### src/rtl/fsm_stream_pkg.sv
// Shared types and sizing helpers for the serial feeder in front of the sequence-detector FSM.
package fsm_stream_pkg;

    typedef enum logic [1:0] {
        S_IDLE,
        S_SHIFT,
        S_GAP
    } ser_state_t;

    // Counter width able to hold values 0..n-1; never narrower than one bit.
    function automatic int cnt_width(input int n);
        return (n <= 2) ? 1 : $clog2(n);
    endfunction

endpackage

### src/rtl/ser_down_counter.sv
// Loadable down-counter that parks at zero and flags terminal count.
module ser_down_counter #(
    parameter int W = 4
) (
    input  logic         clk,
    input  logic         reset,
    input  logic         load,
    input  logic [W-1:0] load_value,
    input  logic         dec,
    output logic         tc
);

    logic [W-1:0] count_q;
    logic [W-1:0] count_d;

    always_comb begin
        count_d = count_q;
        if (load) begin
            count_d = load_value;
        end else if (dec && (count_q != '0)) begin
            count_d = count_q - W'(1);
        end
    end

    always_ff @(posedge clk) begin
        if (reset) begin
            count_q <= '0;
        end else begin
            count_q <= count_d;
        end
    end

    assign tc = (count_q == '0);

endmodule

### src/rtl/bit_serializer.sv
// Parallel-to-serial feeder: accepts words over valid/ready and presents one bit per clock on x,
// with an optional idle gap between words.
module bit_serializer
    import fsm_stream_pkg::*;
#(
    parameter int   WIDTH      = 8,
    parameter bit   MSB_FIRST  = 1'b1,
    parameter int   GAP        = 0,
    parameter logic IDLE_LEVEL = 1'b0
) (
    input  logic             clk,
    input  logic             reset,
    input  logic             load_valid,
    output logic             load_ready,
    input  logic [WIDTH-1:0] load_data,
    output logic             x,
    output logic             x_valid,
    output logic             x_last,
    output logic             busy
);

    localparam int BIT_CNT_W = cnt_width(WIDTH);
    localparam int GAP_CNT_W = cnt_width(GAP + 1);
    localparam logic [BIT_CNT_W-1:0] BIT_LOAD = BIT_CNT_W'(WIDTH - 1);
    localparam logic [GAP_CNT_W-1:0] GAP_LOAD = GAP_CNT_W'((GAP > 0) ? GAP - 1 : 0);

    ser_state_t       state_q;
    ser_state_t       state_d;
    logic [WIDTH-1:0] shift_q;
    logic [WIDTH-1:0] shift_d;
    logic             x_q;
    logic             x_d;

    logic accept;
    logic start_word;
    logic bit_load;
    logic bit_dec;
    logic bit_tc;
    logic gap_load;
    logic gap_dec;
    logic gap_tc;

    ser_down_counter #(.W(BIT_CNT_W)) u_bit_cnt (
        .clk        (clk),
        .reset      (reset),
        .load       (bit_load),
        .load_value (BIT_LOAD),
        .dec        (bit_dec),
        .tc         (bit_tc)
    );

    ser_down_counter #(.W(GAP_CNT_W)) u_gap_cnt (
        .clk        (clk),
        .reset      (reset),
        .load       (gap_load),
        .load_value (GAP_LOAD),
        .dec        (gap_dec),
        .tc         (gap_tc)
    );

    // Ready in idle, on the last bit when streaming back-to-back, and in the final gap cycle.
    always_comb begin
        load_ready = 1'b0;
        unique case (state_q)
            S_IDLE:  load_ready = 1'b1;
            S_SHIFT: load_ready = bit_tc && (GAP == 0);
            S_GAP:   load_ready = gap_tc;
            default: load_ready = 1'b0;
        endcase
    end

    assign accept = load_valid && load_ready;

    always_comb begin
        state_d    = state_q;
        shift_d    = shift_q;
        x_d        = IDLE_LEVEL;
        start_word = 1'b0;
        bit_load   = 1'b0;
        bit_dec    = 1'b0;
        gap_load   = 1'b0;
        gap_dec    = 1'b0;

        unique case (state_q)
            S_IDLE: begin
                start_word = accept;
            end
            S_SHIFT: begin
                if (!bit_tc) begin
                    bit_dec = 1'b1;
                    x_d     = MSB_FIRST ? shift_q[WIDTH-1] : shift_q[0];
                    shift_d = MSB_FIRST ? (shift_q << 1) : (shift_q >> 1);
                end else if (GAP > 0) begin
                    state_d  = S_GAP;
                    gap_load = 1'b1;
                end else if (accept) begin
                    start_word = 1'b1;
                end else begin
                    state_d = S_IDLE;
                end
            end
            S_GAP: begin
                if (!gap_tc) begin
                    gap_dec = 1'b1;
                end else if (accept) begin
                    start_word = 1'b1;
                end else begin
                    state_d = S_IDLE;
                end
            end
            default: state_d = S_IDLE;
        endcase

        // The first bit goes straight to x; the rest wait in the shift register.
        if (start_word) begin
            state_d  = S_SHIFT;
            bit_load = 1'b1;
            x_d      = MSB_FIRST ? load_data[WIDTH-1] : load_data[0];
            shift_d  = MSB_FIRST ? (load_data << 1) : (load_data >> 1);
        end
    end

    always_ff @(posedge clk) begin
        if (reset) begin
            state_q <= S_IDLE;
            shift_q <= '0;
            x_q     <= IDLE_LEVEL;
        end else begin
            state_q <= state_d;
            shift_q <= shift_d;
            x_q     <= x_d;
        end
    end

    assign x       = x_q;
    assign x_valid = (state_q == S_SHIFT);
    assign x_last  = x_valid && bit_tc;
    assign busy    = (state_q != S_IDLE);

endmodule

### config.mk
export PLATFORM = sky130hd
export DESIGN_NAME = bit_serializer
export DESIGN_NICKNAME = d
export VERILOG_FILES = /design/src/rtl/fsm_stream_pkg.sv /design/src/rtl/ser_down_counter.sv /design/src/rtl/bit_serializer.sv
export SDC_FILE = /design/constraint.sdc
export NUM_CORES = 1
export LEC_CHECK = 0
export CAP_MARGIN = 20
export CORE_AREA = 5 5 42 44
export DETAILED_ROUTE_END_ITERATION = 16
export DIE_AREA = 0 0 47 49
export GPL_ROUTABILITY_DRIVEN = 0
export HOLD_SLACK_MARGIN = 0.05
export PLACE_DENSITY_LB_ADDON = 0.2
export SYNTH_ARGS = -nofsm -noshare
export SYNTH_HDL_FRONTEND = slang
export SYNTH_SLANG_ARGS = --single-unit
### constraint.sdc
create_clock -name clk -period 2.8 [get_ports clk]
set_clock_uncertainty 0.2 [all_clocks]
set_input_delay 0.7 -clock clk [delete_from_list [all_inputs] [get_ports clk]]
set_output_delay 0.7 -clock clk [all_outputs]
set_load 0.05 [all_outputs]
==> results of run 1 <==
[cell type report]
cell class	count	area, um2
sequential	12	240.2
multi-input combinational	40	301.5
inverter	4	15.01
tap	16	20.02
clock buffer	3	22.52
fill	148	641.9
timing repair buffer	17	160.2
[worst register-to-register path: stages (launching register included)]
cell,delay (ns)
dfxtp_1,0.31
inv_1,0.07
ha_1,0.27
nand2b_4,0.18
nand2_2,0.16
a221oi_1,0.29
[per-stage QoR]
stage               hold WS, ns  total power (uW)  setup slack, ns  area [um2]  utilization [%]
floorplan                0.2431             286.8           0.1682       594.3                -
global placement         0.2655             318.8           0.5244       737.0            52.59
detailed placement       0.2720             320.2           0.4693       737.0            52.59
CTS                      0.2825             426.2           0.3727       759.5            54.20
global route             0.2954             444.4           0.2929       759.5            54.20
finish                   0.2782             419.0           0.3757       759.5            54.20
[synth_stat cells]
master	instances	area, um2
dfxtp_1	12	240.2
nor2_1	9	33.78
mux2i_1	7	70.07
a221oi_1	6	52.55
a211oi_1	4	30.03
inv_1	3	11.26
buf_6	2	22.52
ha_1	2	25.02
nor3_1	2	10.01
a211oi_2	1	12.51
a21o_1	1	7.510
a21oi_1	1	5.000
a21oi_2	1	8.760
and2b_1	1	7.510
and3_1	1	6.260
buf_1	1	3.750
buf_4	1	7.510
clkbuf_1	1	3.750
clkinv_1	1	3.750
nand2_2	1	6.260
nand2b_4	1	13.76
nand3_1	1	5.000
o211ai_1	1	7.510
[where the power goes]
| group | switching, uW | internal, uW | leakage [uW] |
|---|---|---|---|
| Clock | 53.2 | 49.6 | 0.0000138 |
| Combinational | 67.5 | 52.3 | 0.000209 |
| Sequential | 8.72 | 188 | 0.0000997 |
[how the worst max path moves through the flow]
stage | startpoint | end | slack [ns] | depth (start not counted)
after floorplan | state_q[0] | x_last | 0.17 | 3
final | u_bit_cnt.count_q[0] | load_ready | 0.38 | 5
after detailed placement | load_valid | shift_q[4] | 0.47 | 3
after global routing | u_bit_cnt.count_q[0] | load_ready | 0.29 | 5
after global placement | load_valid | shift_q[2] | 0.52 | 3
after CTS | u_bit_cnt.count_q[0] | load_ready | 0.37 | 5
[cells by family after synthesis]
| kind of cell | count (synthesis) |
|---|---|
| muxes | 7 |
| AOI/OAI and AO/OA | 15 |
| and+or+nand+nor | 16 |
| adders and majority gates | 2 |
| DFF | 12 |
| buffers and inverters | 9 |
[state kept, by name, summed over array words and instances, names as in the netlist]
name / count
x: 1
shift_q: 7
state_q: 1
u_bit_cnt.count_q: 3
[routing by layer]
layer	vias to the layer above	GRT usage, %
li1	252	-
met3	2	2.214
met4	0	8.295
met1	237	16.29
met2	10	15.84
met5	-	0
==> run metrics, run 1 <==
status=completed; Final Hold Fails=0; Critical path buffers and inverters=2; first-pass GRT wire length=between 1500 and 2000 um; CTS tree=done; DR top layer=met4; grt ovf=0; Hold/Removal Path Class=flip-flop to flip-flop; Finished Layout Cells=a little over 90; detailed route wirelength on metal2=roughly 580 um; Slew @ Worst Pin=approximately 0.58 ns; R2R Setup Slk=1.22 ns; Die Y-Extent=roughly 50 um; Avg Inst Size Synth=just under 10 um2; vias in the first global route=around 450; Residual DRC=0; RR Endpoint=shift_q[4]; Slew Limit Headroom=approximately three fifths; clk slew on worst S/H paths=approximately 0.070 ns; share of cells above drive strength 1=around 14%; num rows=14; Yosys reg bits=12; Vias/cell=between 5 and 6; Total Wirelength=approximately 1300 um; largest family of logic cells by synthesized area=compound AO/OA/AOI/OAI gates; post-synthesis compound-gate area fraction=a little over a fifth; Syn Nets=74; adder-cell share of the synthesized area=about 4.2%; PortBufs=15; Final setup violation count=0; synth warn=0; maximum vdd ir drop=about 290 uV; RSZ-0062 raised after global routing=false; multiplexer share of the synthesized area=around an eighth; crit path cell chain=inv_1 -> ha_1 -> nand2b_4 -> nand2_2 -> buf_4; critical path class=flip-flop to output port; synth-to-layout area growth=27.79%; Die Wd=~47 um; Post-Syn Instances=61; most common cell after layout, fill and taps aside=clkdlybuf4s50_1; I/O pin total=16; Setup Buffers After CTS=0; nature of the critical path endpoint=output port; XOR/XNOR share of the synthesized area=0%; Die ar.=~2300 um2; number of gates resized after cts=0; Inserted Clock Buffers=3; cell family with most CP delay=buffers and inverters; simple logic cell fraction of the synthesized area=between 10 and 15%; fin crit share=around 87%; Detailed Place HPWL=around 870 um; Distinct cells, synth=23; reg2reg path depth=5; CP required=around 1.9 ns; synthesized cell area=594.3 um2; Crit-path slowest cell=dfxtp_1; # diodes=0; Arrival @ worst endpoint=1.52 ns; CTS Sinks=12; vias=~500; fin. max-slew vios=0; ANT nets after route=0; P per Cell Area=around 550 nW/um2; initial core utilization=between 40% and 50%; worst-case clock buffer depth=2; met3 wire length=between 70 and 80 um; clock root cell=clkbuf_4; sequential share of the synthesized area=40.42%; router iterations before antenna repair=4; Iteration-0 DRC Markers=10; initial antenna violation count=0; WL met1=594 um; Setup TNS=0 ns; Largest stage delay, worst path=0.30 ns; top fanout value on the critical path=12; leakage=~0.00032 uW; placed cell count=89; layout net count=91; worst-skew pair later-pin latency=0.26 ns; Min-Delay Startpoint=shift_q[7]; largest net degree at the start of global routing=13; Hold Crit Depth=2; CORE AREA=around 1400 um2; FMAX=about 410 MHz; commonest cells after routing, fill and taps aside=clkdlybuf4s50_1, dfxtp_1, nor2_1; Avg WL per Cell=roughly 14 um; Hold Crit Endpoint=x; Final Critical Period=2.424 ns; hold buffer count at cts=0; maximum capacitance violations=0; r2r startpoint=u_bit_cnt.count_q[0]; GRT Overall Usage=between 10% and 20%; CTS H-tree lvls=1; critical path launch point type=flip-flop
Power figures use the tool's default switching activity.
==> inputs of run 2 (changes only) <==
CORE_AREA = not set   (was 5 5 42 44)
CORE_MARGIN = 5   (was not set)
CORE_UTILIZATION = 45   (was not set)
DIE_AREA = not set   (was 0 0 47 49)
clock period = 2.6 ns   (was 2.8 ns; I/O delays follow)
==> run metrics, run 2 (synthesis gave the netlist of run 1 again) <==
Arrival @ worst endpoint=1.62 ns (+0.10 ns); number of gates resized after cts=0 (unchanged); CTS Sinks=12 (unchanged); # diodes=0 (unchanged); Inserted Clock Buffers=3 (unchanged); Top reg by flops=shift_q; most common cell after layout, fill and taps aside=clkdlybuf4s50_1; clock power share=24.2% (-0.3 points); num rows=13 (-1); hold buffer count at cts=0 (unchanged); initial antenna violation count=0 (unchanged); PortBufs=15 (unchanged); RR Endpoint=u_bit_cnt.count_q[0]; Vias/cell=5.478 (+0.59%); Detailed Place HPWL=800.7 um (-8.3%); CORE AREA=1269 um2 (-9.5%); Cell Area, Placed=753.2 um2 (+2.2%); Avg WL per Cell=13.01 um (-5.1%); Slew @ Worst Pin=0.5641 ns (-0.01412 ns); CTS H-tree lvls=1 (unchanged); Final setup violation count=0 (unchanged); status=completed; first-pass GRT wire length=1938 um (-2.1%); largest registers=shift_q: 7 flops, u_bit_cnt.count_q: 3 flops; Critical path buffers and inverters=1 (-1); share of cells above drive strength 1=13.33% (-1.1 points); Final Hold Fails=0 (unchanged); CP required=1.75 ns (-0.15 ns); clk slew on worst S/H paths=0.07 ns (about the same); worst-case clock buffer depth=2 (unchanged); top fanout value on the critical path=8 (-4); worst-skew pair later-pin latency=0.27 ns (about the same); max reg flops=7 (unchanged); layout net count=90 (-1.1%); Final Critical Period=roughly 2.5 ns; Die ar.=2147 um2 (-6.8%); crit path cell chain=clkdlybuf4s50_1; Internal=316.7 uW (+9.3%); fin crit share=95.10%; Iteration-0 DRC Markers=6 (-4); Setup Buffers After CTS=0 (unchanged); Setup TNS=0 ns (unchanged); I/O pin total=16 (unchanged); GRT Overall Usage=12.70% (+0.88 points); Crit-path slowest cell=clkdlybuf4s50_1; Slew Limit Headroom=62.27% (+0.94 points); Largest stage delay, worst path=0.87 ns (+0.57 ns); maximum capacitance violations=0 (unchanged); Die Y-Extent=46.34 um (-5.4%); R2R Setup Slk=1.00 ns (-0.22 ns); Min-Delay Startpoint=shift_q[7]; Hold Crit Depth=2 (unchanged); Hold/Removal Path Class=flip-flop to flip-flop; fin. max-slew vios=0 (unchanged); critical path class=flip-flop to output port; largest net degree at the start of global routing=13 (unchanged); clock root cell=clkbuf_4; ANT nets after route=0 (unchanged); Hold Crit Endpoint=x; RSZ-0062 raised after global routing=false; logic gate share of total power=28.9% (+0.3 points); router iterations before antenna repair=4 (unchanged); initial core utilization=46.84% (+4.4 points); Residual DRC=0 (unchanged); # fillers=112 (-24%); CTS tree=done; critical path launch point type=flip-flop; synth-to-layout area growth=30.53%; Reg area=240.2 um2 (unchanged); vias=493 (-1.6%); Die Wd=46.34 um (-1.4%); FMAX=404.4 MHz; commonest cells after routing, fill and taps aside=clkdlybuf4s50_1, dfxtp_1, nor2_1; Flop pwr share=46.9% (about the same); maximum vdd ir drop=368.1 uV (+28%); vias in the first global route=451 (unchanged); Multi-input gate area=301.5 um2 (unchanged); grt ovf=0 (unchanged); switch share=30.31% (-0.55 points); Net Sw Power=137.8 uW (+6.5%); r2r startpoint=state_q[0]; cell family with most CP delay=buffers and inverters; Final Cell Area=775.7 um2 (+2.1%); nature of the critical path endpoint=output port; P per Cell Area=585.9 nW/um2 (+6.2%); reg2reg path depth=4 (-1); Total Wirelength=1171 um (-7.2%); leakage=0.0003268 uW (+1.3%)
## run 2: cell count changes in the layout (fill, tap and decap cells not counted), sizes merged
cell / delta
buf: -1
## run 2: routing by layer
layer  wire length [um]  vias up  global-route usage [%]  share of wire [%]
li1                   -      252                       -                  -
met1                562      223                   17.02                 48
met2                512       16                   18.68                 44
met3                 80        2                   2.734                6.8
met4                 15        0                   6.818                1.3
met5                  0        -                       0                  0
## run 2: worst reg2reg max path, cell delays in order, from the launching register on
cell and delay (ns):
dfxtp_1 0.49, buf_4 0.19, clkinv_1 0.22, nor3_1 0.31, a211oi_2 0.07
## run 2: layout make-up
type,count,area share (%)
Clock buffer,3,2.903
Inverter,4,1.935
Multi-Input combinational cell,40,38.87
Sequential cell,12,30.97
Tap cell,15,2.419
Timing Repair Buffer,16,22.90
## run 2: worst max-delay path by stage
stage | depth (start not counted) | startpoint | to | slack (ns)
after floorplan | 3 | state_q[0] | x_last | 0.02
final | 1 | state_q[0] | x_valid | 0.13
after global routing | 4 | state_q[0] | x_last | 0.01
after detailed placement | 3 | load_valid | shift_q[4] | 0.37
after global placement | 3 | load_valid | shift_q[7] | 0.38
after CTS | 1 | state_q[0] | x_valid | 0.12
## run 2: stage by stage
stage / setup slack [ns] / power, uW / instances / hold slack, ns / utilization (%)
after CTS: 0.1183 / 461.0 / 90 / 0.2703 / 61.14
after global routing: 0.01324 / 483.6 / 90 / 0.3008 / 61.14
after global placement: 0.3838 / 347.8 / 87 / 0.2594 / 59.37
final: 0.1273 / 454.5 / 90 / 0.2667 / 61.14
after floorplan: 0.01822 / 308.9 / 61 / 0.2431 / -
after detailed placement: 0.3667 / 349.0 / 87 / 0.2598 / 59.37
## run 2: power by group through the flow
| stage | sequential [uW] | combinational [uW] | clock, uW |
|---|---|---|---|
| finish | 213 | 131 | 110 |
| global route | 216 | 145 | 123 |
| CTS | 213 | 132 | 116 |
| detailed placement | 217 | 132 | 0 |
| global placement | 217 | 131 | 0 |
| floorplan | 221 | 87.7 | 0 |
==> inputs of run 3 (changes only) <==
SETUP_SLACK_MARGIN = 0.4   (was not set)
SKIP_CTS_REPAIR_TIMING = 1   (was not set)
==> run metrics, run 3 (synthesis gave the netlist of run 1 again) <==
status=completed; Avg WL per Cell=14.46 um (+11%); P per Cell Area=596.4 nW/um2 (+1.8%); Cell Area, Placed=754.5 um2 (+0.17%); clock root cell=clkbuf_4; layout net count=100 (+11%); num rows=13 (unchanged); Detailed Place HPWL=812.9 um (+1.5%); initial core utilization=46.84% (unchanged); Slew Limit Headroom=60.46% (-1.8 points); critical path class=flip-flop to output port; clk slew on worst S/H paths=0.08 ns (about the same); Inserted Clock Buffers=3 (unchanged); Net Sw Power=164.8 uW (+20%); initial antenna violation count=0 (unchanged); leakage=0.0004251 uW (+30%); FMAX=462.5 MHz (+14%); Min-Delay Startpoint=shift_q[7]; Final setup violation count=0 (unchanged); synth-to-layout area growth=52.21%; GRT Overall Usage=12.31% (-0.39 points); Final Critical Period=2.162 ns (-0.3104 ns); fin crit share=83.16% (-12 points); Setup TNS=0 ns (unchanged); CP required=1.75 ns (about the same); Finished Layout Cells=101 (+12%); maximum vdd ir drop=281.9 uV (-23%); Arrival @ worst endpoint=1.31 ns (-0.31 ns); Final Hold Fails=0 (unchanged); CTS H-tree lvls=1 (unchanged); CTS tree=done; I/O pin total=16 (unchanged); top fanout value on the critical path=8 (unchanged); max reg flops=7 (unchanged); reg2reg path depth=7 (+3); Hold Crit Endpoint=x; first-pass GRT wire length=1883 um (-2.8%); Die ar.=2147 um2 (unchanged); RSZ-0062 raised after global routing=false; critical path launch point type=flip-flop; Hold/Removal Path Class=flip-flop to flip-flop; largest net degree at the start of global routing=13 (unchanged); Flop pwr share=40.0% (-6.9 points); router iterations before antenna repair=5 (+1); commonest cells after routing, fill and taps aside=buf_4, dfxtp_1, clkdlybuf4s50_1; vias=552 (+12%); Internal=374.8 uW (+18%); CTS Sinks=12 (unchanged); worst-case clock buffer depth=2 (unchanged); Final Cell Area=904.6 um2 (+17%); largest registers=shift_q: 7 flops, u_bit_cnt.count_q: 3 flops; fin util=71.30% (+10 points); worst-skew pair later-pin latency=0.28 ns (about the same); nature of the critical path endpoint=output port; Die Y-Extent=46.34 um (unchanged); Residual DRC=0 (unchanged); RR Endpoint=u_bit_cnt.count_q[0]; fin. max-slew vios=0 (unchanged); Iteration-0 DRC Markers=4 (-2); Top reg by flops=shift_q; switch share=30.54% (+0.23 points); # diodes=0 (unchanged); vias in the first global route=450 (-0.22%); ANT nets after route=0 (unchanged); logic gate share of total power=31.6% (+2.7 points); r2r startpoint=u_bit_cnt.count_q[1]; Hold Crit Depth=2 (unchanged); R2R Setup Slk=1.03 ns (+0.03 ns); CORE AREA=1269 um2 (unchanged); placed cell count=86 (-1.1%); Total Wirelength=1460 um (+25%); maximum capacitance violations=0 (unchanged); Vias/cell=5.465 (-0.23%); PortBufs=15 (unchanged); clock power share=28.4% (+4.2 points); share of cells above drive strength 1=30.23% (+17 points); Slew @ Worst Pin=0.5913 ns (+0.02717 ns); grt ovf=0 (unchanged); # fillers=88 (-21%); Die Wd=46.34 um (unchanged)
-- run 3: cell type report --
| class | count | area [um2] | share of cell area (%) |
|---|---|---|---|
| Clock buffer | 4 | 36.28 | 4.011 |
| Inverter | 4 | 18.77 | 2.075 |
| Multi-Input combinational cell | 40 | 326.6 | 36.10 |
| Sequential cell | 12 | 244.0 | 26.97 |
| Tap cell | 15 | 18.77 | 2.075 |
| Timing Repair Buffer | 26 | 260.3 | 28.77 |
-- run 3: power groups by stage --
stage | logic (uW) | registers, uW | clock network (uW)
after floorplan | 90.1 | 221 | 0
after global placement | 131 | 219 | 0
after detailed placement | 131 | 219 | 0
after CTS | 132 | 214 | 152
after global routing | 184 | 218 | 166
final | 171 | 216 | 153
-- run 3: critical path, cell delays in order (launching register included) --
cell	delay, ns
dfxtp_1	0.34
inv_1	0.08
ha_4	0.18
nand2b_4	0.14
nand2_4	0.11
buf_12	0.16
-- run 3: stage by stage --
step / hold WS, ns / total power [uW] / setup WS [ns]
floorplan: 0.2431 / 311.6 / 0.5272
global placement: 0.2589 / 349.1 / 0.3856
detailed placement: 0.2655 / 350.1 / 0.3446
CTS: 0.2772 / 498.6 / 0.1826
global route: 0.2927 / 567.3 / 0.3974
finish: 0.2719 / 539.5 / 0.4377
-- run 3: routing by layer --
metal	up-vias	wire (um)	track usage, %
met5	-	0	0
met4	0	24	7.386
met3	5	90	3.906
met2	12	705	15.93
li1	270	-	-
met1	265	638	17.29
-- run 3: worst max path at each step --
stage            endpoint  slack [ns]  depth (start not counted)            startpoint
2_1_floorplan      x_last        0.53                          3            state_q[0]
3_3_place_gp   shift_q[6]        0.39                          3            load_valid
3_5_place_dp   shift_q[5]        0.34                          3            load_valid
4_1_cts           x_valid        0.18                          1            state_q[0]
5_1_grt        load_ready        0.40                          5  u_bit_cnt.count_q[1]
6_report       load_ready        0.44                          5  u_bit_cnt.count_q[1]
